## src/rtl/seg_scan_driver.sv

```systemverilog
// seg_scan_driver: time-multiplexed common-anode seven-segment scanner with blanking, PWM dimming and frame snapshots
module seg_scan_driver #(
    parameter int NUM_DIGITS = 4,
    parameter int DWELL_CYCLES = 1024,
    parameter int BLANK_CYCLES = 16,
    parameter int BRIGHT_BITS = 3
) (
    input  logic                          clk,
    input  logic                          rst,
    input  logic [8*NUM_DIGITS-1:0]       segValues,
    input  logic [NUM_DIGITS-1:0]         digit_en,
    input  logic [BRIGHT_BITS-1:0]        brightness,
    output logic [NUM_DIGITS-1:0]         an,
    output logic [7:0]                    seg,
    output logic [$clog2(NUM_DIGITS)-1:0] digit_idx,
    output logic                          frame_start
);
    localparam int SW = $clog2(NUM_DIGITS);
    localparam int CW = $clog2(DWELL_CYCLES);
    localparam int TW = CW + 1;
    localparam int BW = BLANK_CYCLES > 1 ? $clog2(BLANK_CYCLES) : 1;
    localparam logic [TW-1:0] STEP = TW'(DWELL_CYCLES >> BRIGHT_BITS);
    localparam logic [CW-1:0] DLAST = CW'(DWELL_CYCLES - 1);
    localparam logic [BW-1:0] BLAST = BW'(BLANK_CYCLES > 0 ? BLANK_CYCLES - 1 : 0);
    localparam logic [SW-1:0] SLAST = SW'(NUM_DIGITS - 1);
    typedef enum logic {DRIVE, BLANK} state_t;
    state_t state;
    logic [SW-1:0] slot, nslot;
    logic [CW-1:0] cnt;
    logic [BW-1:0] bcnt;
    logic [8*NUM_DIGITS-1:0] sh_seg, cur_seg;
    logic [NUM_DIGITS-1:0] sh_en, cur_en;
    logic [BRIGHT_BITS-1:0] sh_br, cur_br;
    logic snap, lit;
    always_comb begin
        snap = state == DRIVE && slot == '0 && cnt == '0;
        cur_seg = snap ? segValues : sh_seg;
        cur_en = snap ? digit_en : sh_en;
        cur_br = snap ? brightness : sh_br;
        lit = state == DRIVE && cur_en[slot] && (&cur_br || TW'(cnt) < TW'(cur_br) * STEP);
        nslot = slot == SLAST ? '0 : slot + SW'(1);
    end
    always_ff @(posedge clk or posedge rst) begin
        if (rst) begin
            state <= DRIVE;
            slot <= '0;
            cnt <= '0;
            bcnt <= '0;
            sh_seg <= '1;
            sh_en <= '1;
            sh_br <= '1;
            an <= '1;
            seg <= 8'hFF;
            digit_idx <= '0;
            frame_start <= 1'b0;
        end else begin
            if (snap) begin
                sh_seg <= segValues;
                sh_en <= digit_en;
                sh_br <= brightness;
            end
            an <= lit ? ~(NUM_DIGITS'(1) << slot) : '1;
            seg <= lit ? cur_seg[8*slot +: 8] : 8'hFF;
            digit_idx <= slot;
            frame_start <= snap;
            if (state == DRIVE) begin
                cnt <= cnt == DLAST ? '0 : cnt + CW'(1);
                if (cnt == DLAST) begin
                    if (BLANK_CYCLES > 0) state <= BLANK;
                    else slot <= nslot;
                end
            end else begin
                bcnt <= bcnt == BLAST ? '0 : bcnt + BW'(1);
                if (bcnt == BLAST) begin
                    state <= DRIVE;
                    slot <= nslot;
                end
            end
        end
    end
endmodule
```

## config.mk

```make
export PLATFORM = sky130hd
export DESIGN_NAME = seg_scan_driver
export DESIGN_NICKNAME = d
export VERILOG_FILES = /design/src/rtl/seg_scan_driver.sv
export SDC_FILE = /design/constraint.sdc
export NUM_CORES = 1
export LEC_CHECK = 0
export CAP_MARGIN = 20
export CORE_MARGIN = 1
export CORE_UTILIZATION = 45
export DETAILED_ROUTE_END_ITERATION = 16
export PLACE_DENSITY = 0.7
export SYNTH_ARGS = -nofsm -noshare
export SYNTH_HDL_FRONTEND = slang
export SYNTH_SLANG_ARGS = --single-unit
export TNS_END_PERCENT = 20
```

## constraint.sdc

```tcl
create_clock -name clk -period 7.15 [get_ports clk]
set_input_delay 0.715 -clock clk [delete_from_list [all_inputs] [get_ports clk]]
set_output_delay 0.715 -clock clk [all_outputs]
set_load 0.005 [all_outputs]
```

==> results.json <==
{
  "finClkSkew_ns": 0.00923,
  "ys_warn_count": 0,
  "synthTopCellsByCount": "51 x dfstp_2, 35 x mux2_2, 31 x nand2_1",
  "die_w_um": 85.4,
  "relSlewSlack": 0.312,
  "synth_top_area_frac": 0.428,
  "start_util": 0.463,
  "cts_buffers": 9,
  "sw_frac_of_total": 0.215,
  "globalplace.congestion": 0.773,
  "drtAntennaViolNets": 0,
  "p_sw_uw": 180,
  "slew_violations": 0,
  "vias": 2073,
  "synth_edf_count": 0,
  "drv_cap": 0,
  "die-area_um2": 7290,
  "synth_seq_cells": 71,
  "hold_viol": 0,
  "clk_root_buffer_cell": "clkbuf_8",
  "fmax_mhz": 263,
  "cp_common_cell": "inv_1",
  "yosys-top-cells-area": "dfstp_2 43%, dfrtp_1 16%, mux2_2 13%, nand2_1 3.7%, ha_1 3.2%",
  "synthDistinctLibCells": 37,
  "cts_tree": "yes",
  "io_buffer_count": 55,
  "postLayoutCellArea_um2": 3990,
  "antenna_found_initial": 0,
  "clk_latency_ns": 0.34,
  "combPwrFrac": 0.071,
  "slowest_stage": "o2111ai_1",
  "totalWireLength_um": 6150,
  "syn-num-nets": 298,
  "synth.most_common_cell": "dfstp_2",
  "ys_seq_area_frac": 0.588,
  "period_needed_ns": 3.81,
  "crit_buf_inv": 4,
  "fin_ws_ns": 3.34,
  "finalSetupViolations": 0,
  "cts_buffer_depth": 2,
  "critPathMaxFanout": 37,
  "dr.pass1.iters": 4,
  "netlist_area_um2": 3130,
  "worstMarginPinSlew_ns": 1.03,
  "peakVddDrop_uv": 129,
  "die_h_um": 85.4,
  "cts.sinks": 71,
  "grt_pass1_vias": 2105,
  "core_um2": 6760,
  "min_path_type": "register to register",
  "seq_power_share": 0.512,
  "crit_required_ns": 7.36,
  "status": "finished clean",
  "grt_pass1_wl_um": 10400,
  "grt_max_degree": 72,
  "final_util": 0.590,
  "fin_setup_tns_ns": 0,
  "place_ws_ns": 2.64,
  "rows": 30,
  "post_drt_via_cell_ratio": 5.27,
  "grt_overflow": 0,
  "io_pins": 56,
  "synth.largest_area_cell": "dfstp_2",
  "drc": 0,
  "rsz0062_at_grt": "no",
  "syn_area_per_cell_um2": 12.6,
  "path_delay_family": "compound AO/OA/AOI/OAI gates",
  "critPathCaptureType": "register",
  "startpoint_type": "register",
  "fin_nets": 357,
  "syn-instance-count": 249,
  "power.density_nw_per_um2": 210,
  "synth_async_sr_flop_share": 1.00,
  "grt_use_total": 0.188,
  "leakage_nw": 1.64,
  "cts_setup_buffers": 0,
  "num_antenna_cells": 0,
  "crit_type": "register to register",
  "dp_hpwl_um": 4080,
  "placed_area_um2": 3750,
  "num-fill-cells": 543,
  "clkPwrFrac": 0.417,
  "crit_path_cell_trace": "inv_1, ha_1, nor3b_1, nand3_2, buf_12, inv_1, nand2_1, nand2_1, inv_1, ha_1, nor2_1, a311oi_1, o2111ai_1, o211ai_1",
  "drive_above_1_share": 0.351,
  "synthFlopType": "dfstp_2",
  "drtIter0Drc": 91,
  "intPower_uw": 659,
  "clkTransAtPathRegs_ns": 0.08,
  "ctsHoldBuffers": 0,
  "dp_cells": 376,
  "crit_arrival_ns": 4.02,
  "fin_crit_sh": 0.533,
  "syn_to_final_growth_pct": 27.5,
  "wire_per_inst_um": 15.6,
  "h-tree-depth": 3,
  "final_cell_count_no_fill": 393,
  "cpPeakStageDelay_ns": 0.84,
  "ctsResizeCount": 0
}
==> final cells by class <==
type                    count  area [µm²]  share of cell area
clock buffers               9         124              0.0311
clock inverters             7        96.3              0.0242
inverters                  11        41.3              0.0104
multi-input cells         158        1210               0.303
flip-flops and latches     71        1840               0.461
well taps                  80         100              0.0251
repair buffers             57         578               0.145
==> state kept, by name, indices dropped and copies added, names as in the netlist, named ones only <==
name         cells
seg              8
sh_br            2
frame_start      1
slot             2
sh_en            4
bcnt             4
cnt             10
state            1
an               4
sh_seg          32
digit_idx        2
==> path summary, 6_finish.rpt <==
check,cells past startpoint,endpoint,slack (ns),start
worst max-delay path,14,seg[5],3.34,slot[0]
min in group asynchronous,3,cnt[5],0.93,rst
worst min-delay path,2,sh_en[3],0.46,sh_en[3]
max in group asynchronous,3,digit_idx[0],5.65,rst
worst max register to register,14,seg[5],3.34,slot[0]
worst min register to register,2,sh_en[3],0.46,sh_en[3]
==> placed cells by master, fill, tap and decap left out, drive strengths merged <==
cell type	Yosys	routed
mux2i	5	5
inv	11	12
ha	8	8
a211oi	1	1
buf	6	2
a2111oi	3	3
dfrtp	20	20
bufinv	0	2
a21oi	1	1
nor3b	1	1
nor4	1	1
nand4b	2	2
nand2b	1	1
nor3	2	2
o2111ai	1	1
or2	1	1
nor2	8	8
o211ai	8	8
and3	2	2
clkdlybuf4s50	0	55
clkbuf	3	9
nand3	10	10
nor4b	1	1
xor2	4	4
a31oi	1	1
o22ai	16	16
and2	2	2
a311oi	1	1
a21o	1	1
o21ai	4	4
xnor2	5	5
nand2	31	31
dfstp	51	51
mux2	35	35
nand4	2	2
clkinv	0	4
==> worst register-to-register path, delay by kind of cell (launching register included) <==
| kind | cells | cell delay, ns |
|---|---|---|
| simple gates | 5 | 0.84 |
| compound gates | 3 | 1.13 |
| flops | 1 | 0.52 |
| buf+inv | 4 | 0.81 |
| fa+ha+maj | 2 | 0.39 |
==> power by group through the flow <==
| stage | sequential [mW] | combinational (mW) | clock [mW] |
|---|---|---|---|
| after floorplan | 0.436 | 0.0249 | 0 |
| after global placement | 0.436 | 0.0594 | 0 |
| after detailed placement | 0.437 | 0.0600 | 0 |
| after CTS | 0.430 | 0.0604 | 0.359 |
| after global routing | 0.432 | 0.0651 | 0.379 |
| final | 0.430 | 0.0594 | 0.350 |
==> metal layers <==
metal | vias to the layer above | global-route usage | part of all wire | wire length, µm
li1 | 1000 | - | - | -
met1 | 1011 | 0.253 | 0.48 | 2920
met2 | 52 | 0.295 | 0.47 | 2860
met3 | 10 | 0.0428 | 0.042 | 257
met4 | 0 | 0.0773 | 0.016 | 99
met5 | - | 0 | 0 | 0
==> kinds of logic (layout without fill, tap and decap cells) <==
logic type / Yosys count / after routing / share of synthesized area
AO/OA/AOI/OAI: 37 / 37 / 0.0868
XOR/XNOR: 9 / 9 / 0.0252
adder cells (fa/ha/maj): 8 / 8 / 0.0320
buffers and inverters: 20 / 84 / 0.0256
flip-flops: 71 / 71 / 0.588
multiplexers: 40 / 40 / 0.142
AND/OR/NAND/NOR: 64 / 64 / 0.100
==> stage by stage <==
step / power [mW] / hold slack, ns
4_1_cts: 0.850 / 0.465
5_1_grt: 0.876 / 0.482
2_1_floorplan: 0.461 / 0.404
3_3_place_gp: 0.496 / 0.452
6_report: 0.840 / 0.464
3_5_place_dp: 0.497 / 0.452
Note: power is estimated with default switching activity, not from simulation.
